==> config.mk <==
export PLATFORM = sky130hd
export DESIGN_NAME = rst_ctrl_sonata
export DESIGN_NICKNAME = d
export VERILOG_FILES = /design/src/rtl/rst_ctrl_pkg.sv /design/src/rtl/rst_debounce.sv /design/src/rtl/rst_ctrl_sonata.sv
export SDC_FILE = /design/constraint.sdc
export NUM_CORES = 1
export LEC_CHECK = 0
export CAP_MARGIN = 15
export CORE_MARGIN = 2
export CORE_UTILIZATION = 53
export CTS_CLUSTER_SIZE = 12
export DETAILED_ROUTE_END_ITERATION = 8
export PLACE_DENSITY = 0.75
export SKIP_LAST_GASP = 1
export SYNTH_ARGS = -nofsm -noshare
export SYNTH_HDL_FRONTEND = slang
export SYNTH_SLANG_ARGS = --single-unit
==> constraint.sdc <==
create_clock -name clk_sys_i -period 2.35 [get_ports clk_sys_i]
set_clock_uncertainty 0.2 [all_clocks]
set_input_delay 0.3525 -clock clk_sys_i [delete_from_list [all_inputs] [get_ports clk_sys_i]]
set_output_delay 0.3525 -clock clk_sys_i [all_outputs]
set_load 0.1 [all_outputs]
==> src/rtl/rst_ctrl_pkg.sv <==
// Shared types for the reset/clock bring-up sequencer.
// Contents: FSM state encoding (matches state_o), reset-cause encoding
// (matches rst_cause_o), retry saturation limit and its increment helper.
package rst_ctrl_pkg;

  typedef enum logic [1:0] {
    ST_PLL_RST   = 2'd0,
    ST_WAIT_LOCK = 2'd1,
    ST_HOLD      = 2'd2,
    ST_RUN       = 2'd3
  } rst_state_e;

  typedef enum logic [2:0] {
    CAUSE_POR          = 3'd0,
    CAUSE_EXT          = 3'd1,
    CAUSE_LOCK_LOSS    = 3'd2,
    CAUSE_SW           = 3'd3,
    CAUSE_LOCK_TIMEOUT = 3'd4,
    CAUSE_WATCHDOG     = 3'd5
  } rst_cause_e;

  localparam logic [3:0] RetryMax = 4'hF;

  function automatic logic [3:0] retry_inc(input logic [3:0] cnt);
    return (cnt == RetryMax) ? cnt : cnt + 4'd1;
  endfunction

endpackage

==> src/rtl/rst_debounce.sv <==
// Two-flop synchroniser plus stability counter for an asynchronous,
// active-low push button.
// Ports:
//   clk_i    clock
//   rst_ni   async active-low reset (synchroniser and level reset to 1)
//   d_i      raw asynchronous input
//   level_o  debounced level
//   fell_o   one-cycle pulse, registered together with the 1->0 change of level_o
module rst_debounce #(
  parameter int unsigned DebounceCycles = 1000,
  parameter int unsigned CntWidth       = 16
) (
  input  logic clk_i,
  input  logic rst_ni,
  input  logic d_i,
  output logic level_o,
  output logic fell_o
);

  localparam logic [CntWidth-1:0] DbLast = CntWidth'(DebounceCycles - 1);

  logic [1:0]          sync_q;
  logic                level_q, level_d;
  logic                fell_q, fell_d;
  logic [CntWidth-1:0] cnt_q, cnt_d;

  // Any cycle where the synchronised value agrees with the level clears the
  // count, so a bounce restarts the stability window.
  always_comb begin
    cnt_d   = '0;
    level_d = level_q;
    fell_d  = 1'b0;
    if (sync_q[1] != level_q) begin
      if (cnt_q == DbLast) begin
        level_d = sync_q[1];
        fell_d  = ~sync_q[1];
      end else begin
        cnt_d = cnt_q + CntWidth'(1);
      end
    end
  end

  always_ff @(posedge clk_i or negedge rst_ni) begin
    if (!rst_ni) begin
      sync_q  <= 2'b11;
      level_q <= 1'b1;
      fell_q  <= 1'b0;
      cnt_q   <= '0;
    end else begin
      sync_q  <= {sync_q[0], d_i};
      level_q <= level_d;
      fell_q  <= fell_d;
      cnt_q   <= cnt_d;
    end
  end

  assign level_o = level_q;
  assign fell_o  = fell_q;

endmodule

==> src/rtl/rst_ctrl_sonata.sv <==
// Board-level reset and clock bring-up sequencer: PLL reset, lock wait with
// timeout/retry, system reset hold window, then RUN with supervision of lock
// loss, reset button, software request and (optionally) a watchdog.
// Optional feature macro: RST_CTRL_WATCHDOG_EN adds parameter WatchdogCycles
// and input wdog_kick_i.
// Ports:
//   clk_sys_i     free-running board clock
//   rst_sys_ni    async active-low power-on reset
//   ext_rst_ni    raw reset button, active-low, asynchronous
//   pll_locked_i  PLL lock, asynchronous
//   sw_rst_req_i  single-cycle software reset request
//   wdog_kick_i   watchdog kick (RST_CTRL_WATCHDOG_EN only)
//   pll_rst_o     PLL reset, active-high
//   rst_sys_no    system reset, active-low
//   state_o       FSM state
//   rst_cause_o   cause of the latest reset entry
//   retry_cnt_o   saturating lock-timeout retry count
//   boot_ok_o     high while in RUN
//
// state      | meaning
// PLL_RST    | PLL held in reset; counter frozen while the button is held
// WAIT_LOCK  | PLL released, waiting for synchronised lock or timeout
// HOLD       | PLL locked, system reset held for the hold window
// RUN        | system reset released, supervising exit events
module rst_ctrl_sonata import rst_ctrl_pkg::*; #(
  parameter int unsigned CntWidth       = 16,
`ifdef RST_CTRL_WATCHDOG_EN
  parameter int unsigned WatchdogCycles = 24'hFF_FFFF,
`endif
  parameter int unsigned PllRstCycles   = 195,
  parameter int unsigned LockTimeout    = 50000,
  parameter int unsigned HoldCycles     = 16,
  parameter int unsigned DebounceCycles = 1000
) (
  input  logic       clk_sys_i,
  input  logic       rst_sys_ni,
  input  logic       ext_rst_ni,
  input  logic       pll_locked_i,
  input  logic       sw_rst_req_i,
`ifdef RST_CTRL_WATCHDOG_EN
  input  logic       wdog_kick_i,
`endif
  output logic       pll_rst_o,
  output logic       rst_sys_no,
  output logic [1:0] state_o,
  output logic [2:0] rst_cause_o,
  output logic [3:0] retry_cnt_o,
  output logic       boot_ok_o
);

  localparam logic [CntWidth-1:0] PllRstLast = CntWidth'(PllRstCycles - 1);
  localparam logic [CntWidth-1:0] LockLast   = CntWidth'(LockTimeout - 1);
  localparam logic [CntWidth-1:0] HoldLast   = CntWidth'(HoldCycles - 1);

  rst_state_e          state_q, state_d;
  rst_cause_e          cause_q, cause_d;
  logic [3:0]          retry_q, retry_d;
  logic [CntWidth-1:0] cnt_q, cnt_d;
  logic                pll_rst_q, rst_sys_q, boot_ok_q;
  logic [1:0]          lock_sync_q;
  logic                lock_s;
  logic                btn_level, btn_press;
  logic                wdog_expire;

  rst_debounce #(
    .DebounceCycles(DebounceCycles),
    .CntWidth      (CntWidth)
  ) u_btn (
    .clk_i  (clk_sys_i),
    .rst_ni (rst_sys_ni),
    .d_i    (ext_rst_ni),
    .level_o(btn_level),
    .fell_o (btn_press)
  );

  assign lock_s = lock_sync_q[1];

`ifdef RST_CTRL_WATCHDOG_EN
  localparam logic [23:0] WdogLast = 24'(WatchdogCycles - 1);
  logic [23:0] wdog_q, wdog_d;

  always_comb begin
    wdog_d      = '0;
    wdog_expire = 1'b0;
    if (state_q == ST_RUN && !wdog_kick_i) begin
      if (wdog_q == WdogLast) wdog_expire = 1'b1;
      else                    wdog_d      = wdog_q + 24'd1;
    end
  end
`else
  assign wdog_expire = 1'b0;
`endif

  always_comb begin
    state_d = state_q;
    cause_d = cause_q;
    retry_d = retry_q;
    cnt_d   = cnt_q;
    unique case (state_q)
      ST_PLL_RST: begin
        if (btn_press)                cnt_d   = '0;
        else if (!btn_level)          cnt_d   = cnt_q;
        else if (cnt_q == PllRstLast) state_d = ST_WAIT_LOCK;
        else                          cnt_d   = cnt_q + CntWidth'(1);
      end
      ST_WAIT_LOCK: begin
        if (btn_press) begin
          state_d = ST_PLL_RST;
          cause_d = CAUSE_EXT;
        end else if (lock_s) begin
          state_d = ST_HOLD;
        end else if (cnt_q == LockLast) begin
          state_d = ST_PLL_RST;
          cause_d = CAUSE_LOCK_TIMEOUT;
          retry_d = retry_inc(retry_q);
        end else begin
          cnt_d = cnt_q + CntWidth'(1);
        end
      end
      ST_HOLD: begin
        if (!lock_s) begin
          state_d = ST_PLL_RST;
          cause_d = CAUSE_LOCK_LOSS;
        end else if (btn_press) begin
          state_d = ST_PLL_RST;
          cause_d = CAUSE_EXT;
        end else if (cnt_q == HoldLast) begin
          state_d = ST_RUN;
        end else begin
          cnt_d = cnt_q + CntWidth'(1);
        end
      end
      ST_RUN: begin
        if (!lock_s) begin
          state_d = ST_PLL_RST;
          cause_d = CAUSE_LOCK_LOSS;
        end else if (btn_press) begin
          state_d = ST_PLL_RST;
          cause_d = CAUSE_EXT;
        end else if (wdog_expire) begin
          state_d = ST_HOLD;
          cause_d = CAUSE_WATCHDOG;
        end else if (sw_rst_req_i) begin
          state_d = ST_HOLD;
          cause_d = CAUSE_SW;
        end
      end
      default: state_d = ST_PLL_RST;
    endcase
    if (state_d != state_q) cnt_d = '0;
  end

  // Outputs are decoded from the next state so they change on the same edge
  // as the state and come straight from flops.
  always_ff @(posedge clk_sys_i or negedge rst_sys_ni) begin
    if (!rst_sys_ni) begin
      state_q     <= ST_PLL_RST;
      cause_q     <= CAUSE_POR;
      retry_q     <= '0;
      cnt_q       <= '0;
      pll_rst_q   <= 1'b1;
      rst_sys_q   <= 1'b0;
      boot_ok_q   <= 1'b0;
      lock_sync_q <= 2'b11;
`ifdef RST_CTRL_WATCHDOG_EN
      wdog_q      <= '0;
`endif
    end else begin
      state_q     <= state_d;
      cause_q     <= cause_d;
      retry_q     <= retry_d;
      cnt_q       <= cnt_d;
      pll_rst_q   <= (state_d == ST_PLL_RST);
      rst_sys_q   <= (state_d == ST_RUN);
      boot_ok_q   <= (state_d == ST_RUN);
      lock_sync_q <= {lock_sync_q[0], pll_locked_i};
`ifdef RST_CTRL_WATCHDOG_EN
      wdog_q      <= wdog_d;
`endif
    end
  end

  assign pll_rst_o   = pll_rst_q;
  assign rst_sys_no  = rst_sys_q;
  assign state_o     = state_q;
  assign rst_cause_o = cause_q;
  assign retry_cnt_o = retry_q;
  assign boot_ok_o   = boot_ok_q;

endmodule

==> flow_metrics.py, run 1 <==
metrics = {
    "status": {
        "status": "complete, but fails checks",
        "violations": "setup timing",
    },
    "timing": {
        "finalCriticalPeriod_ps": 2550,
        "finalHoldViolCount": 0,
        "grt_setup_unrepaired": "yes",
        "postLayoutSetupSlackWorst_ps": -201,
        "fmax_mhz": 392,
        "relSlewSlack_pct": 64.0,
        "hold_ws_ps": 161,
        "worst_pin_slew_ps": 535,
        "min_period_over_period_pct": 109,
        "setup_violations": 17,
        "final.setup.tns_ps": -2820,
        "drv_slew": 0,
    },
    "critical_path": {
        "reg2reg_slack_ps": -200,
        "cp-end-kind": "flop",
        "cp-startpoint": "state_o[0]",
        "r2r_start": "state_o[0]",
        "critPathRequiredTime_ps": 2340,
        "worstSetupPathType": "reg2reg",
        "cp_max_fo": 7,
        "rr_worst_depth": 8,
        "timing.rr.end": "cnt_q[1]",
        "crit_arrival_ps": 2540,
        "cp-start-kind": "flop",
        "setup.worst_path.end": "cnt_q[1]",
    },
    "route": {
        "top_layer_used": "met4",
        "dr_total_vias": 2451,
        "drt_iter0_drc": 268,
        "routed_via_density": 5.81,
        "postRouteAntennaNets": 0,
        "dr_wl_met2_mm": 3.22,
        "wl_met3_um": 306,
        "wirelength_mm": 6.61,
        "wl_met1_mm": 2.92,
        "dr.pass1.iters": 5,
        "drc": 0,
        "wl_per_cell_um": 15.7,
    },
    "yosys": {
        "synth_edf_count": 0,
        "netlist_area_mm2": 0.00278,
        "seq_area_frac_synth_pct": 44.4,
        "synth-main-ff-cell": "dfrtp_1",
        "ys_warn_count": 0,
        "synth-seq-cells": 49,
        "synthCells": 285,
        "postSynthAreaPerCell_um2": 9.74,
        "syn_nets": 299,
        "async_reset_ff_share_pct": 100,
        "yosysUniqueCellTypes": 54,
    },
    "pwr": {
        "powerDensity_mw_per_mm2": 401,
        "power.internal_mw": 1.09,
        "power_frac_comb_pct": 3.3,
        "swShare_pct": 24.4,
        "vdd_drop_max_mv": 0.281,
        "clkPwrFrac_pct": 37.2,
        "p_total_mw": 1.45,
        "switching_power_mw": 0.352,
        "p_leak_nw": 1.58,
        "p_seq_share_pct": 59.5,
    },
    "placement": {
        "dp_cells": 408,
        "gp_congestion": 0.941,
        "hpwl_mm": 4.47,
        "port_buffers": 16,
    },
    "floorplan": {
        "io_pins": 17,
        "die-area_mm2": 0.00583,
        "row_count": 26,
        "coreArea_mm2": 0.00507,
        "start_util_pct": 54.7,
        "die_w_um": 76.4,
        "die_h_um": 76.4,
    },
    "clock_tree": {
        "cts.clk_slew.worst_paths_ps": 100,
        "tritoncts": "done",
        "clock_path_buffers": 2,
        "cts_buffers": 5,
        "clkLatencyLatePin_ps": 310,
        "cts_sinks": 49,
        "ctsRootBufferMaster": "clkbuf_8",
        "htreeDepth": 2,
    },
    "global_routing": {
        "grt_pass1_vias": 2418,
        "grt_max_degree": 24,
        "overflow": 0,
        "grt_pass1_wl_mm": 11.1,
        "grtUsageTotal_pct": 23.5,
        "antenna_found_initial": 0,
    },
    "hold_path": {
        "hp-class": "reg2reg",
    },
    "layout": {
        "syn_to_final_growth_pct": 29.7,
        "antennaDiodeCount": 0,
        "final_layout_size_suffix_gt1_share_pct": 35.2,
        "regArea_mm2": 0.00124,
        "final_cells": 422,
        "fin_util_pct": 71.0,
        "multi_input_area_mm2": 0.00161,
        "fillers": 377,
        "fin_nets": 365,
    },
    "run": {
        "maxCapViolCount": 0,
    },
}
[layout by cell type, fill, tap and decap left out, types with 3 or more instances in the layout]
master           Yosys  layout
xor2_1              11      11
dfstp_2              6       6
nor2_2               0       3
and3_1               4       3
nor2_1              43      38
nor2b_1              3       3
nand4_1              9       9
nand3_1             13      13
a21oi_1             11       8
nor3_1               9       7
ha_1                 9       6
mux2_4               0       3
clkdlybuf4s50_1      0       3
inv_1               10       8
clkbuf_8             1       5
nand2_1             18      17
buf_4                1      62
o211ai_1             3       3
o21ai_0              6       4
nor4_1              13      12
xnor2_1             19      19
a21oi_2              0       3
dfrtp_1             43      41
[kinds of logic (layout without fill, tap and decap cells)]
| kind of cell | count (synthesis) | count (layout) | synth area share (%) |
|---|---|---|---|
| fa+ha+maj | 9 | 9 | 4.06 |
| flops | 49 | 49 | 44.4 |
| compound gates | 38 | 38 | 9.82 |
| xor+xnor | 30 | 30 | 9.46 |
| simple gates | 133 | 134 | 26.2 |
| buf+inv | 21 | 87 | 3.97 |
| mux | 5 | 5 | 2.03 |
[area by class of cell]
cell class,count,share of cell area [%]
clock inverters,3,0.799
well taps,70,2.43
clock buffers,5,1.91
multi-input cells,216,44.7
flip-flops and latches,49,34.5
inverters,10,1.11
repair buffers,69,14.6
[Yosys cell counts, types with 5 or more instances]
| library cell | instances | area, um2 |
|---|---|---|
| xor2_1 | 11 | 96.3 |
| o21ai_0 | 6 | 30.0 |
| dfrtp_1 | 43 | 1080 |
| nand2_1 | 18 | 67.6 |
| nand4_1 | 9 | 56.3 |
| ha_1 | 9 | 113 |
| clkbuf_1 | 5 | 18.8 |
| dfstp_2 | 6 | 158 |
| xnor2_1 | 19 | 166 |
| mux2_2 | 5 | 56.3 |
| nor2_1 | 43 | 161 |
| nor4_1 | 13 | 81.3 |
| nor3_1 | 9 | 45.0 |
| a21oi_1 | 11 | 55.1 |
| nand3_1 | 13 | 65.1 |
| inv_1 | 10 | 37.5 |
[worst min-delay path by stage]
| stage | slack [ps] | startpoint | end | depth (start not counted) |
|---|---|---|---|---|
| floorplan | -140 | rst_sys_ni | boot_ok_o | 0 |
| global placement | 130 | rst_sys_ni | u_btn.cnt_q[7] | 1 |
| detailed placement | 140 | rst_sys_ni | u_btn.cnt_q[7] | 1 |
| CTS | 160 | lock_sync_q[0] | lock_sync_q[1] | 0 |
| global route | 170 | u_btn.sync_q[0] | u_btn.sync_q[1] | 0 |
| finish | 160 | lock_sync_q[0] | lock_sync_q[1] | 0 |
[layer usage]
metal	global-route usage, %	up-vias
li1	-	1146
met1	31.7	1181
met2	38.2	100
met3	3.79	24
met4	9.09	0
met5	0	-
[what timing repair did]
item	CTS	global route
buffers inserted	0	3
endpoints found under the setup margin	17	24
gates cloned	2	0
hold endpoints to repair	18	0
hold buffers	1	0
pin swaps	10	6
gates resized for setup	11	19
[per-stage QoR]
stage / cell area (um2) / worst slack, ps
floorplan: 2840 / -293
global placement: 3330 / -114
detailed placement: 3330 / -205
CTS: 3510 / -190
global route: 3600 / -288
finish: 3600 / -201
[flip-flops by register name, indices dropped and copies added (netlist names), 2 cells and up]
name	flops
rst_cause_o	3
cnt_q	16
lock_sync_q	2
retry_cnt_o	4
state_o	2
u_btn.cnt_q	16
u_btn.sync_q	2
[power groups by stage]
stage	Sequential [mW]	Clock (mW)	Combinational, mW
after floorplan	0.875	0	0.0139
after global placement	0.875	0	0.0459
after detailed placement	0.876	0	0.0472
after CTS	0.860	0.547	0.0492
after global routing	0.861	0.573	0.0554
final	0.860	0.538	0.0478
[critical path: stages, from the launching register on]
cell	delay, ps
dfrtp_4	500
inv_4	70
ha_4	120
or4b_1	430
or3_4	380
o41ai_4	250
o21a_1	190
nand4bb_4	210
a211oi_1	70
Power figures use the tool's default switching activity.
==> run 2, diff against run 1 <==
- CTS_CLUSTER_SIZE: 12 -> 25
==> results of run 2 <==
Final layout, timing and power as in run 1 (identical DEF).
==> run 3, diff against run 2 <==
- HOLD_SLACK_MARGIN: unset -> 0.12
- MAX_ROUTING_LAYER: unset -> met4
==> flow_metrics.py, run 3 (synthesis results as in run 1) <==
metrics = {
    "status": {
        "status": "complete, but fails checks",
        "violations": "setup timing",
    },
    "clock_tree": {
        "htreeDepth": 2,
        "clkLatencyLatePin_ps": 310,
        "cts_sinks": 49,
        "ctsRootBufferMaster": "clkbuf_8",
        "cts.clk_slew.worst_paths_ps": 100,
        "cts_buffers": 5,
        "clock_path_buffers": 2,
        "tritoncts": "done",
    },
    "pwr": {
        "vdd_drop_max_mv": 0.282,
        "powerDensity_mw_per_mm2": 402,
        "switching_power_mw": 0.353,
        "p_leak_nw": 1.58,
        "power.internal_mw": 1.09,
        "swShare_pct": 24.4,
        "p_seq_share_pct": 59.5,
        "p_total_mw": 1.45,
        "power_frac_comb_pct": 3.3,
        "clkPwrFrac_pct": 37.2,
    },
    "timing": {
        "drv_slew": 0,
        "setup_violations": 17,
        "grt_setup_unrepaired": "yes",
        "fmax_mhz": 393,
        "finalCriticalPeriod_ps": 2550,
        "min_period_over_period_pct": 108,
        "relSlewSlack_pct": 63.4,
        "finalHoldViolCount": 0,
        "worst_pin_slew_ps": 543,
        "postLayoutSetupSlackWorst_ps": -197,
    },
    "route": {
        "wirelength_mm": 6.61,
        "wl_met1_mm": 2.97,
        "drc": 0,
        "wl_met3_um": 350,
        "dr_total_vias": 2436,
        "dr.pass1.iters": 5,
        "top_layer_used": "met4",
        "routed_via_density": 5.77,
        "postRouteAntennaNets": 0,
        "drt_iter0_drc": 253,
        "wl_per_cell_um": 15.7,
        "dr_wl_met2_mm": 3.14,
    },
    "layout": {
        "syn_to_final_growth_pct": 29.7,
        "antennaDiodeCount": 0,
        "fin_nets": 365,
        "final_cell_mix": "62 x buf_4, 41 x dfrtp_1, 38 x nor2_1",
        "layout_commonest_cell": "buf_4",
        "fin_util_pct": 71.0,
        "regArea_mm2": 0.00124,
        "final_layout_size_suffix_gt1_share_pct": 35.2,
        "fillers": 377,
        "multi_input_area_mm2": 0.00161,
    },
    "critical_path": {
        "setup.worst_path.end": "cnt_q[15]",
        "cp-start-kind": "flop",
        "crit_arrival_ps": 2550,
        "rr_worst_depth": 8,
        "critPathRequiredTime_ps": 2350,
        "cp-startpoint": "state_o[0]",
        "r2r_start": "state_o[0]",
        "worstSetupPathType": "reg2reg",
        "reg2reg_slack_ps": -200,
        "cp_max_fo": 7,
        "timing.rr.end": "cnt_q[15]",
        "cp-end-kind": "flop",
    },
    "global_routing": {
        "grtUsageTotal_pct": 24.1,
        "grt_max_degree": 24,
        "overflow": 0,
        "grt_pass1_wl_mm": 11.1,
        "antenna_found_initial": 0,
        "grt_pass1_vias": 2416,
    },
    "placement": {
        "gp_congestion": 0.958,
        "port_buffers": 16,
        "hpwl_mm": 4.47,
    },
    "hold_path": {
        "hp-class": "reg2reg",
    },
    "floorplan": {
        "die_w_um": 76.4,
        "start_util_pct": 54.7,
        "coreArea_mm2": 0.00507,
        "die-area_mm2": 0.00583,
        "row_count": 26,
        "die_h_um": 76.4,
        "io_pins": 17,
    },
    "run": {
        "maxCapViolCount": 0,
    },
}
run 3: worst min-delay path by stage:
| stage | startpoint | to | slack [ps] | cells after the start |
|---|---|---|---|---|
| 6_report | lock_sync_q[0] | lock_sync_q[1] | 160 | 0 |
| 5_1_grt | u_btn.sync_q[0] | u_btn.sync_q[1] | 170 | 0 |
| 4_1_cts | lock_sync_q[0] | lock_sync_q[1] | 160 | 0 |
| 3_5_place_dp | rst_sys_ni | u_btn.cnt_q[7] | 140 | 1 |
| 3_3_place_gp | rst_sys_ni | u_btn.cnt_q[7] | 130 | 1 |
| 2_1_floorplan | rst_sys_ni | boot_ok_o | -140 | 0 |
run 3: worst max-delay path, stage by stage (launching register included):
cell       delay, ps
dfrtp_4          500
inv_4             70
ha_4             120
or4b_1           430
or3_4            380
o41ai_4          250
o21a_1           200
nand4bb_4        210
nor2_1            70
run 3: area by class of cell:
type	count	share of cell area [%]
Sequential cell	49	34.5
Timing Repair Buffer	69	14.6
Tap cell	70	2.43
Clock inverter	3	0.799
Clock buffer	5	1.91
Inverter	10	1.11
Multi-Input combinational cell	216	44.7
run 3: timing repair:
| item | CTS | global route |
|---|---|---|
| gates cloned | 2 | 0 |
| setup endpoints to repair | 17 | 24 |
| hold buffers | 1 | 0 |
| resized for setup | 11 | 19 |
| hold endpoints to repair | 18 | 0 |
| buffers inserted | 0 | 3 |
| pin swaps | 10 | 6 |
run 3: metal layers:
metal / vias to the layer above / GRT usage (%)
li1: 1149 / -
met1: 1156 / 31.5
met2: 109 / 38.3
met3: 22 / 3.79
met4: 0 / 9.09
met5: - / -
run 3: through the flow:
stage          TNS, ps  cells  hold slack [ps]  setup WS (ps)  cell area (um2)
2_1_floorplan    -4000    285             -143           -293             2840
3_5_place_dp     -2930    408              143           -205             3330
3_3_place_gp     -1610    408              134           -114             3330
6_report         -2790    422              161           -197             3600
4_1_cts          -2640    419              162           -190             3510
5_1_grt          -4320    422              165           -288             3600
run 3: power by group through the flow:
| stage | clock network, mW | registers [mW] | logic [mW] |
|---|---|---|---|
| after global placement | 0 | 0.875 | 0.0459 |
| after CTS | 0.547 | 0.860 | 0.0492 |
| after floorplan | 0 | 0.875 | 0.0139 |
| after global routing | 0.573 | 0.861 | 0.0554 |
| after detailed placement | 0 | 0.876 | 0.0472 |
| final | 0.538 | 0.860 | 0.0480 |
